**src/rtl/shift4_deser_if.sv**
```systemverilog
// rtl/shift4_deser_if.sv - handshake and serial-link bundle for the shift4_deser receiver
// Ports (slave view, as seen by shift4_deser):
//   start, ena, sin, out_ready   in   frame start, bit valid, serial data (LSB first), consumer ready
//   q[size-1:0]                  out  assembled word
//   out_valid, busy              out  word pending, frame in progress
//   overrun, par_err             out  sticky drop flag, parity mismatch for the word in q
interface shift4_deser_if #(
  parameter int size = 4
);
  logic            start;
  logic            ena;
  logic            sin;
  logic            out_ready;
  logic [size-1:0] q;
  logic            out_valid;
  logic            busy;
  logic            overrun;
  logic            par_err;

  modport master (
    output start, ena, sin, out_ready,
    input  q, out_valid, busy, overrun, par_err
  );

  modport slave (
    input  start, ena, sin, out_ready,
    output q, out_valid, busy, overrun, par_err
  );
endinterface

```
**src/rtl/shift4_deser.sv**
```systemverilog
// rtl/shift4_deser.sv - serial-to-parallel receiver for an LSB-first Shift4 stream
// Optional feature macro: SHIFT4_DESER_PARITY_EN (appends an even-parity bit per frame)
// Ports:
//   clk     in  rising-edge clock
//   areset  in  asynchronous active-high reset
//   bus     slave modport of shift4_deser_if (start/ena/sin/out_ready in,
//           q/out_valid/busy/overrun/par_err out)
module shift4_deser #(
  parameter int size = 4
) (
  input  logic           clk,
  input  logic           areset,
  shift4_deser_if.slave  bus
);

  localparam int CNT_W = (size > 1) ? $clog2(size) : 1;

`ifdef SHIFT4_DESER_PARITY_EN
  // Whole data word is held in the shift register until the parity bit arrives.
  localparam int SREG_W = size;
  typedef enum logic [1:0] {
    IDLE  = 2'd0,
    SHIFT = 2'd1,
    PAR   = 2'd2
  } state_t;
`else
  // The final data bit is taken straight from sin, so only size-1 bits are stored.
  localparam int SREG_W = size - 1;
  typedef enum logic [1:0] {
    IDLE  = 2'd0,
    SHIFT = 2'd1
  } state_t;
`endif

  state_t            state;
  logic [CNT_W-1:0]  count;
  logic [SREG_W-1:0] sreg;
  logic [size-1:0]   q_r;
  logic              valid_r;
  logic              overrun_r;

  logic              last_bit;
  logic              offer;
  logic [size-1:0]   offer_word;

  assign last_bit = (count == CNT_W'(size - 1));

`ifdef SHIFT4_DESER_PARITY_EN
  logic perr_r;
  logic offer_perr;

  // Word is offered on the parity-bit edge; start always wins over ena.
  always_comb begin
    offer      = (state == PAR) && !bus.start && bus.ena;
    offer_word = sreg;
    offer_perr = ^{bus.sin, sreg};
  end

  assign bus.par_err = perr_r;
`else
  // Word is offered on the last data-bit edge with the incoming bit as MSB.
  always_comb begin
    offer      = (state == SHIFT) && !bus.start && bus.ena && last_bit;
    offer_word = {bus.sin, sreg};
  end

  assign bus.par_err = 1'b0;
`endif

  always_ff @(posedge clk or posedge areset) begin
    if (areset) begin
      state     <= IDLE;
      count     <= '0;
      sreg      <= '0;
      q_r       <= '0;
      valid_r   <= 1'b0;
      overrun_r <= 1'b0;
`ifdef SHIFT4_DESER_PARITY_EN
      perr_r    <= 1'b0;
`endif
    end else begin
      // Frame sequencing
      case (state)
        IDLE: begin
          if (bus.start) begin
            state <= SHIFT;
            count <= '0;
            sreg  <= '0;
          end
        end
        SHIFT: begin
          if (bus.start) begin
            // Restart discards any bit presented alongside start.
            count <= '0;
            sreg  <= '0;
          end else if (bus.ena) begin
            // Right shift: newest bit enters at the MSB, so LSB-first data lands in place.
            sreg <= SREG_W'({bus.sin, sreg} >> 1);
            if (last_bit) begin
              count <= '0;
`ifdef SHIFT4_DESER_PARITY_EN
              state <= PAR;
`else
              state <= IDLE;
`endif
            end else begin
              count <= count + CNT_W'(1);
            end
          end
        end
`ifdef SHIFT4_DESER_PARITY_EN
        PAR: begin
          if (bus.start) begin
            state <= SHIFT;
            count <= '0;
            sreg  <= '0;
          end else if (bus.ena) begin
            state <= IDLE;
          end
        end
`endif
        default: state <= IDLE;
      endcase

      // Output register: a pending word accepted on the same edge makes room for the new one.
      if (offer) begin
        if (!valid_r || bus.out_ready) begin
          q_r     <= offer_word;
          valid_r <= 1'b1;
`ifdef SHIFT4_DESER_PARITY_EN
          perr_r  <= offer_perr;
`endif
        end else begin
          overrun_r <= 1'b1;
        end
      end else if (valid_r && bus.out_ready) begin
        valid_r <= 1'b0;
      end
    end
  end

  assign bus.q         = q_r;
  assign bus.out_valid = valid_r;
  assign bus.overrun   = overrun_r;
  assign bus.busy      = (state != IDLE);

endmodule

```
**src/flat_wrapper.sv**
```systemverilog
// flat-port wrapper written by rule: the top's interface ports become plain ports
module shift4_deser_flat 
#(
  parameter int size = 4
)
  (clk, areset, bus_start, bus_ena, bus_sin, bus_out_ready, bus_q, bus_out_valid, bus_busy, bus_overrun, bus_par_err);
  shift4_deser_if #(.size(size)) bus_i ();
  input  logic clk;
  input  logic areset;
  input wire logic [$bits(bus_i.start)-1:0] bus_start;
  input wire logic [$bits(bus_i.ena)-1:0] bus_ena;
  input wire logic [$bits(bus_i.sin)-1:0] bus_sin;
  input wire logic [$bits(bus_i.out_ready)-1:0] bus_out_ready;
  output wire logic [$bits(bus_i.q)-1:0] bus_q;
  output wire logic [$bits(bus_i.out_valid)-1:0] bus_out_valid;
  output wire logic [$bits(bus_i.busy)-1:0] bus_busy;
  output wire logic [$bits(bus_i.overrun)-1:0] bus_overrun;
  output wire logic [$bits(bus_i.par_err)-1:0] bus_par_err;
  assign bus_i.start = bus_start;
  assign bus_i.ena = bus_ena;
  assign bus_i.sin = bus_sin;
  assign bus_i.out_ready = bus_out_ready;
  assign bus_q = bus_i.q;
  assign bus_out_valid = bus_i.out_valid;
  assign bus_busy = bus_i.busy;
  assign bus_overrun = bus_i.overrun;
  assign bus_par_err = bus_i.par_err;
  shift4_deser #(.size(size)) u_core (.clk(clk), .areset(areset), .bus(bus_i));
endmodule
```
**config.mk**
```make
export PLATFORM = sky130hd
export DESIGN_NAME = shift4_deser_flat
export DESIGN_NICKNAME = d
export VERILOG_FILES = /design/src/rtl/shift4_deser_if.sv /design/src/rtl/shift4_deser.sv /design/src/flat_wrapper.sv
export SDC_FILE = /design/constraint.sdc
export NUM_CORES = 1
export LEC_CHECK = 0
export CAP_MARGIN = 10
export CORE_AREA = 2 2 39 41
export DETAILED_ROUTE_END_ITERATION = 8
export DIE_AREA = 0 0 41 43
export PLACE_DENSITY = 0.7
export SETUP_SLACK_MARGIN = 0.05
export SLEW_MARGIN = 20
export SYNTH_ARGS = -nofsm -noshare
export SYNTH_HDL_FRONTEND = slang
export SYNTH_SLANG_ARGS = --single-unit
```
**constraint.sdc**
```tcl
create_clock -name clk -period 2.27 [get_ports clk]
set_input_delay 0.454 -clock clk [delete_from_list [all_inputs] [get_ports clk]]
set_output_delay 0.454 -clock clk [all_outputs]
set_load 0.005 [all_outputs]
```
==> flow_metrics.tcl, run 1 <==
set metrics [dict create \
    status "completed" \
    io_buffers 12 \
    power_mw 0.452 \
    die_y_microns 43 \
    post_cts_resize_count 0 \
    syn_inst 41 \
    synth-edff-count 0 \
    p_per_area_mw_per_mm2 661 \
    synth_top_area_frac 0.593 \
    ios 14 \
    clockRootBuffer "clkbuf_4" \
    core_area_sq_mm 0.00138 \
    fin_worst_skew_ns 0.00457 \
    cpLargestDelayFamily "buffers and inverters" \
    synthFlopType "dfrtp_1" \
    fp.dieW_microns 41 \
    track_usage 0.135 \
    cts.reportedPaths.clkPinSlew_ns 0.08 \
    ys_warn_count 0 \
    postRouteAntennaNets 0 \
    slew_viol_final 0 \
    first_global_vias 327 \
    post_cts_buffers 0 \
    final.setup.tns_ns 0 \
    setup_viol 0 \
    hold_viol_final 0 \
    synth_common_cells "dfrtp_1, nand2_1, a21oi_1, mux2_2, nand3_1" \
    cts.sinks 12 \
    ys_seq_area_frac 0.593 \
    ff_latch_area_sq_um 300 \
    fill_cells 130 \
    drt-vias-per-instance 4.79 \
    synth_area_sq_um 507 \
    cp_num_buf_inv 1 \
    grt_pass1_wl_microns 1420 \
    gp_congestion 0.757 \
    initial_utilization 0.366 \
    cts-htree-levels 1 \
    multi_input_area_sq_um 195 \
    async_flop_share 1.00 \
    wire_per_inst_microns 12.5 \
    grt_max_degree 13 \
    nNetsFinal 65 \
    netlist-cell-type-count 16 \
    arrival_ns 1.35 \
    synth_seq_cells 12 \
    cap_viol_max_count 0 \
    max-clock-path-buffers 2 \
    startpoint_type "flop" \
    rows 14 \
    die-area_sq_mm 0.00176 \
    wl_microns 915 \
    vias 350 \
    ir_worst_vdd_mv 0.329 \
    layout_min_cycle_time_ns 1.80 \
    grt_antenna_before_repair 0 \
    hold_buffers 0 \
    yosysTopAreaCell "dfrtp_1" \
    cts_tree "done" \
    crit_path_end_kind "primary output" \
    drt_pass1_iterations 4 \
    rsz0062_at_grt "no" \
    path_depth 1 \
    cts_buffers 3 \
    synth.most_common_cell "dfrtp_1" \
    critical_path.max_fanout 8 \
    p_leak_nw 0.323 \
    worstSetupPathType "flop to primary output" \
    crit_chain "clkdlybuf4s50_1" \
    drc_errors 0 \
    gr-total-overflow 0 \
    syn2layout_area_growth_pct 34.8 \
    yosys-top-cells-area "dfrtp_1, mux2_2, nand4b_4" \
    post-route-period-util 0.795 \
    timing.fmax_ghz 0.554 \
    max_stage_delay_ns 0.56 \
    hp-class "input pin to asynchronous set/reset pin" \
    n_antenna_cell 0 \
    cp_data_required_time_ns 1.82 \
    syn_nets 48 \
    clock_latency_ns 0.28 \
    syn_area_per_cell_sq_um 12.4 \
    cpMaxStageDelayCell "clkdlybuf4s50_1" \
    layout-drive-gt1-share 0.193 \
    rr_worst_depth 4 \
    drt-initial-drc-count 5 \
]
## sequential cells by signal, indices dropped and copies added, names as in the netlist
register              cells
u_core.bus.out_valid      1
u_core.bus.overrun        1
u_core.bus.q              4
u_core.count              2
u_core.sreg               3
u_core.state              1
## power by group
| group | internal (mW) | switching, mW | leakage (nW) |
|---|---|---|---|
| logic | 0.0291 | 0.0200 | 0.142 |
| registers | 0.224 | 0.00664 | 0.160 |
| clock network | 0.0976 | 0.0739 | 0.0210 |
| total | 0.351 | 0.100 | 0.323 |
## metrics by stage
step,area [sq um],cells,setup WS [ns],hold slack [ns],utilization
6_report,683,73,0.466,0.476,0.494
5_1_grt,683,73,0.398,0.534,0.494
4_1_cts,683,73,0.451,0.484,0.494
3_5_place_dp,647,69,0.350,0.464,0.467
3_3_place_gp,647,69,0.385,0.477,0.467
2_1_floorplan,507,41,0.992,0.319,-
## layout by cell type (no fill, tap or decap), types with 3 or more instances in the layout
cell type	synthesis	routed
a21oi_1	4	4
clkbuf_4	0	3
clkdlybuf4s50_1	0	12
dfrtp_1	12	12
mux2_2	4	4
nand2_1	6	6
nand3_1	4	4
## worst paths after layout
check / to / slack (ns) / startpoint
worst max-delay path: bus_busy / 0.47 / u_core.state[0]
worst min-delay path: u_core.bus.q[1] / 0.48 / areset
worst max register to register: u_core.bus.q[3] / 0.90 / u_core.count[0]
worst min register to register: u_core.bus.overrun / 0.48 / u_core.bus.overrun
max in group asynchronous: u_core.bus.out_valid / 1.48 / areset
min in group clk: u_core.bus.overrun / 0.48 / u_core.bus.overrun
## kinds of logic after synthesis
logic type | Yosys count | synth area share
buf+inv | 2 | 0.0222
compound gates | 6 | 0.0691
xor+xnor | 1 | 0.0173
mux | 4 | 0.0889
flops | 12 | 0.593
fa+ha+maj | 1 | 0.0247
other cells | 1 | 0.00740
simple gates | 14 | 0.178
## per-layer routing
layer | share of wire | GRT usage | wire length (microns)
met5 | 0 | 0 | 0
met4 | 0.057 | 0.160 | 52
met3 | 0.060 | 0.0314 | 55
met2 | 0.45 | 0.184 | 411
met1 | 0.43 | 0.146 | 396
## worst register-to-register path: cells and delay by family (launching register included)
kind | cells | cell delay (ns)
flops | 1 | 0.37
fa+ha+maj | 1 | 0.21
mux | 1 | 0.35
simple gates | 2 | 0.34
## area by class of cell
cell class | count | share of cell area
Sequential cell | 12 | 0.440
Inverter | 1 | 0.00549
Clock buffer | 4 | 0.0531
Timing Repair Buffer | 13 | 0.187
Tap cell | 16 | 0.0293
Multi-Input combinational cell | 27 | 0.286
No activity file was read; power rests on OpenSTA's default activity.
==> run 2, diff against run 1 <==
CORE_AREA = not set   (was 2 2 39 41)
CORE_UTILIZATION = 39   (was not set)
DIE_AREA = not set   (was 0 0 41 43)
PLACE_DENSITY = 0.74   (was 0.7)
clock period = 1.6 ns   (was 2.27 ns; I/O delays follow)
==> run 2 against run 1 <==
  * First-iteration DRC count fell by 80%
  * Combinational power rose by 50%
  * Non-clock buffer count rose by 4
  * Cell count rose by 1.4%
  * Clock skew fell by 0.0016 ns
  * Register-to-register slack got worse by 0.65 ns
  * Clock-buffer cell count fell by 1
  * Critical path type unchanged
==> flow_metrics.tcl, run 2 (synthesis gave the netlist of run 1 again) <==
set metrics [dict create \
    cts-htree-levels 1 \
    rows 12 \
    hold_buffers 0 \
    gr-total-overflow 0 \
    layout_min_cycle_time_ns 1.50 \
    worstSetupPathType "flop to primary output" \
    grt_antenna_before_repair 0 \
    place_ws_ns -0.0433 \
    p_leak_nw 0.332 \
    ff_latch_area_sq_um 302 \
    vias 358 \
    cts.reportedPaths.clkPinSlew_ns 0.07 \
    max_stage_delay_ns 0.51 \
    ir_worst_vdd_mv 0.403 \
    slew_viol_final 0 \
    power_mw 0.576 \
    cts_tree "done" \
    post-route-period-util 0.935 \
    crit_path_end_kind "primary output" \
    arrival_ns 1.18 \
    rsz0062_at_grt "no" \
    drt-vias-per-instance 4.84 \
    die_y_microns 38.0 \
    postRouteAntennaNets 0 \
    nNetsFinal 69 \
    worst_slack_ns 0.104 \
    max-clock-path-buffers 2 \
    fin_worst_skew_ns 0.00296 \
    critical_path.max_fanout 3 \
    post_cts_buffers 0 \
    clock_latency_ns 0.26 \
    startpoint_type "flop" \
    layout_commonest_cell "clkdlybuf4s50_1" \
    cpLargestDelayFamily "buffers and inverters" \
    r2r_start "u_core.count[0]" \
    setup_viol 0 \
    final_cell_mix "clkdlybuf4s50_1, dfrtp_1, nand2_1, buf_4" \
    hold_ws_ns 0.367 \
    fin_cells 74 \
    grt_pass1_wl_microns 1580 \
    n_antenna_cell 0 \
    syn2layout_area_growth_pct 37.8 \
    hold_viol_final 0 \
    startpoint "u_core.state[0]" \
    initial_utilization 0.438 \
    die-area_sq_mm 0.00145 \
    final.setup.tns_ns 0 \
    timing.fmax_ghz 0.669 \
    reg2reg_slack_ns 0.25 \
    layout-drive-gt1-share 0.250 \
    wl_microns 933 \
    dp_cells 71 \
    gp_congestion 0.718 \
    cp_data_required_time_ns 1.28 \
    clockRootBuffer "clkbuf_4" \
    cts.sinks 12 \
    cp_num_buf_inv 1 \
    first_global_vias 380 \
    r2r_end "u_core.bus.q[3]" \
    hpwl_microns 755 \
    core_area_sq_mm 0.00116 \
    rr_worst_depth 4 \
    cts_buffers 3 \
    hp-class "input pin to asynchronous set/reset pin" \
    grt_max_degree 13 \
    multi_input_area_sq_um 195 \
    fp.dieW_microns 38.0 \
    ios 14 \
    crit_chain "clkdlybuf4s50_1" \
    p_per_area_mw_per_mm2 825 \
    cpMaxStageDelayCell "clkdlybuf4s50_1" \
    fill_cells 103 \
    wire_per_inst_microns 12.6 \
    io_buffers 12 \
    track_usage 0.166 \
    drc_errors 0 \
    largest_register_ffs 4 \
    status "completed" \
    cap_viol_max_count 0 \
    drt_pass1_iterations 5 \
    drt-initial-drc-count 1 \
]
-- run 2: cell types whose count changed in the layout (fill, tap and decap cells not counted), sizes merged --
cell	delta
buf	+4
clkbuf	-1
-- run 2: repair_timing --
| item | 4_1_cts | 5_1_grt |
|---|---|---|
| gates resized for setup | 1 | 0 |
| endpoints found under the setup margin | 1 | 0 |
| hold endpoints to repair | 0 | 0 |
-- run 2: worst max-delay path by stage --
| stage | end | slack [ns] | cells past startpoint |
|---|---|---|---|
| floorplan | u_core.bus.q[3] | 0.32 | 4 |
| global placement | u_core.bus.q[0] | -0.001 | 4 |
| detailed placement | u_core.bus.q[3] | -0.04 | 4 |
| CTS | bus_busy | 0.08 | 1 |
| global route | bus_busy | 0.07 | 1 |
| finish | bus_busy | 0.10 | 1 |
-- run 2: report_power, final --
group          total, mW  internal [mW]  switching [mW]
clock              0.172         0.0867          0.0855
sequential         0.330          0.319          0.0115
combinational     0.0736         0.0441          0.0295
-- run 2: final cells by class --
cell class,count,share of cell area
Inverter,1,0.00538
Tap cell,14,0.0251
Clock buffer,3,0.0323
Multi-Input combinational cell,27,0.280
Sequential cell,12,0.432
Timing Repair Buffer,17,0.226
-- run 2: metal layers --
layer  GRT usage  share of wire  vias to the layer above
li1            -              -                      178
met1       0.207           0.45                      164
met2       0.271           0.49                       16
met3      0.0349          0.062                        0
met4      0.0804              0                        0
met5           0              0                        -
-- run 2: stage by stage --
stage | utilization | instance area (sq um)
floorplan | - | 507
global placement | 0.583 | 674
detailed placement | 0.583 | 674
CTS | 0.604 | 698
global route | 0.604 | 698
finish | 0.604 | 698
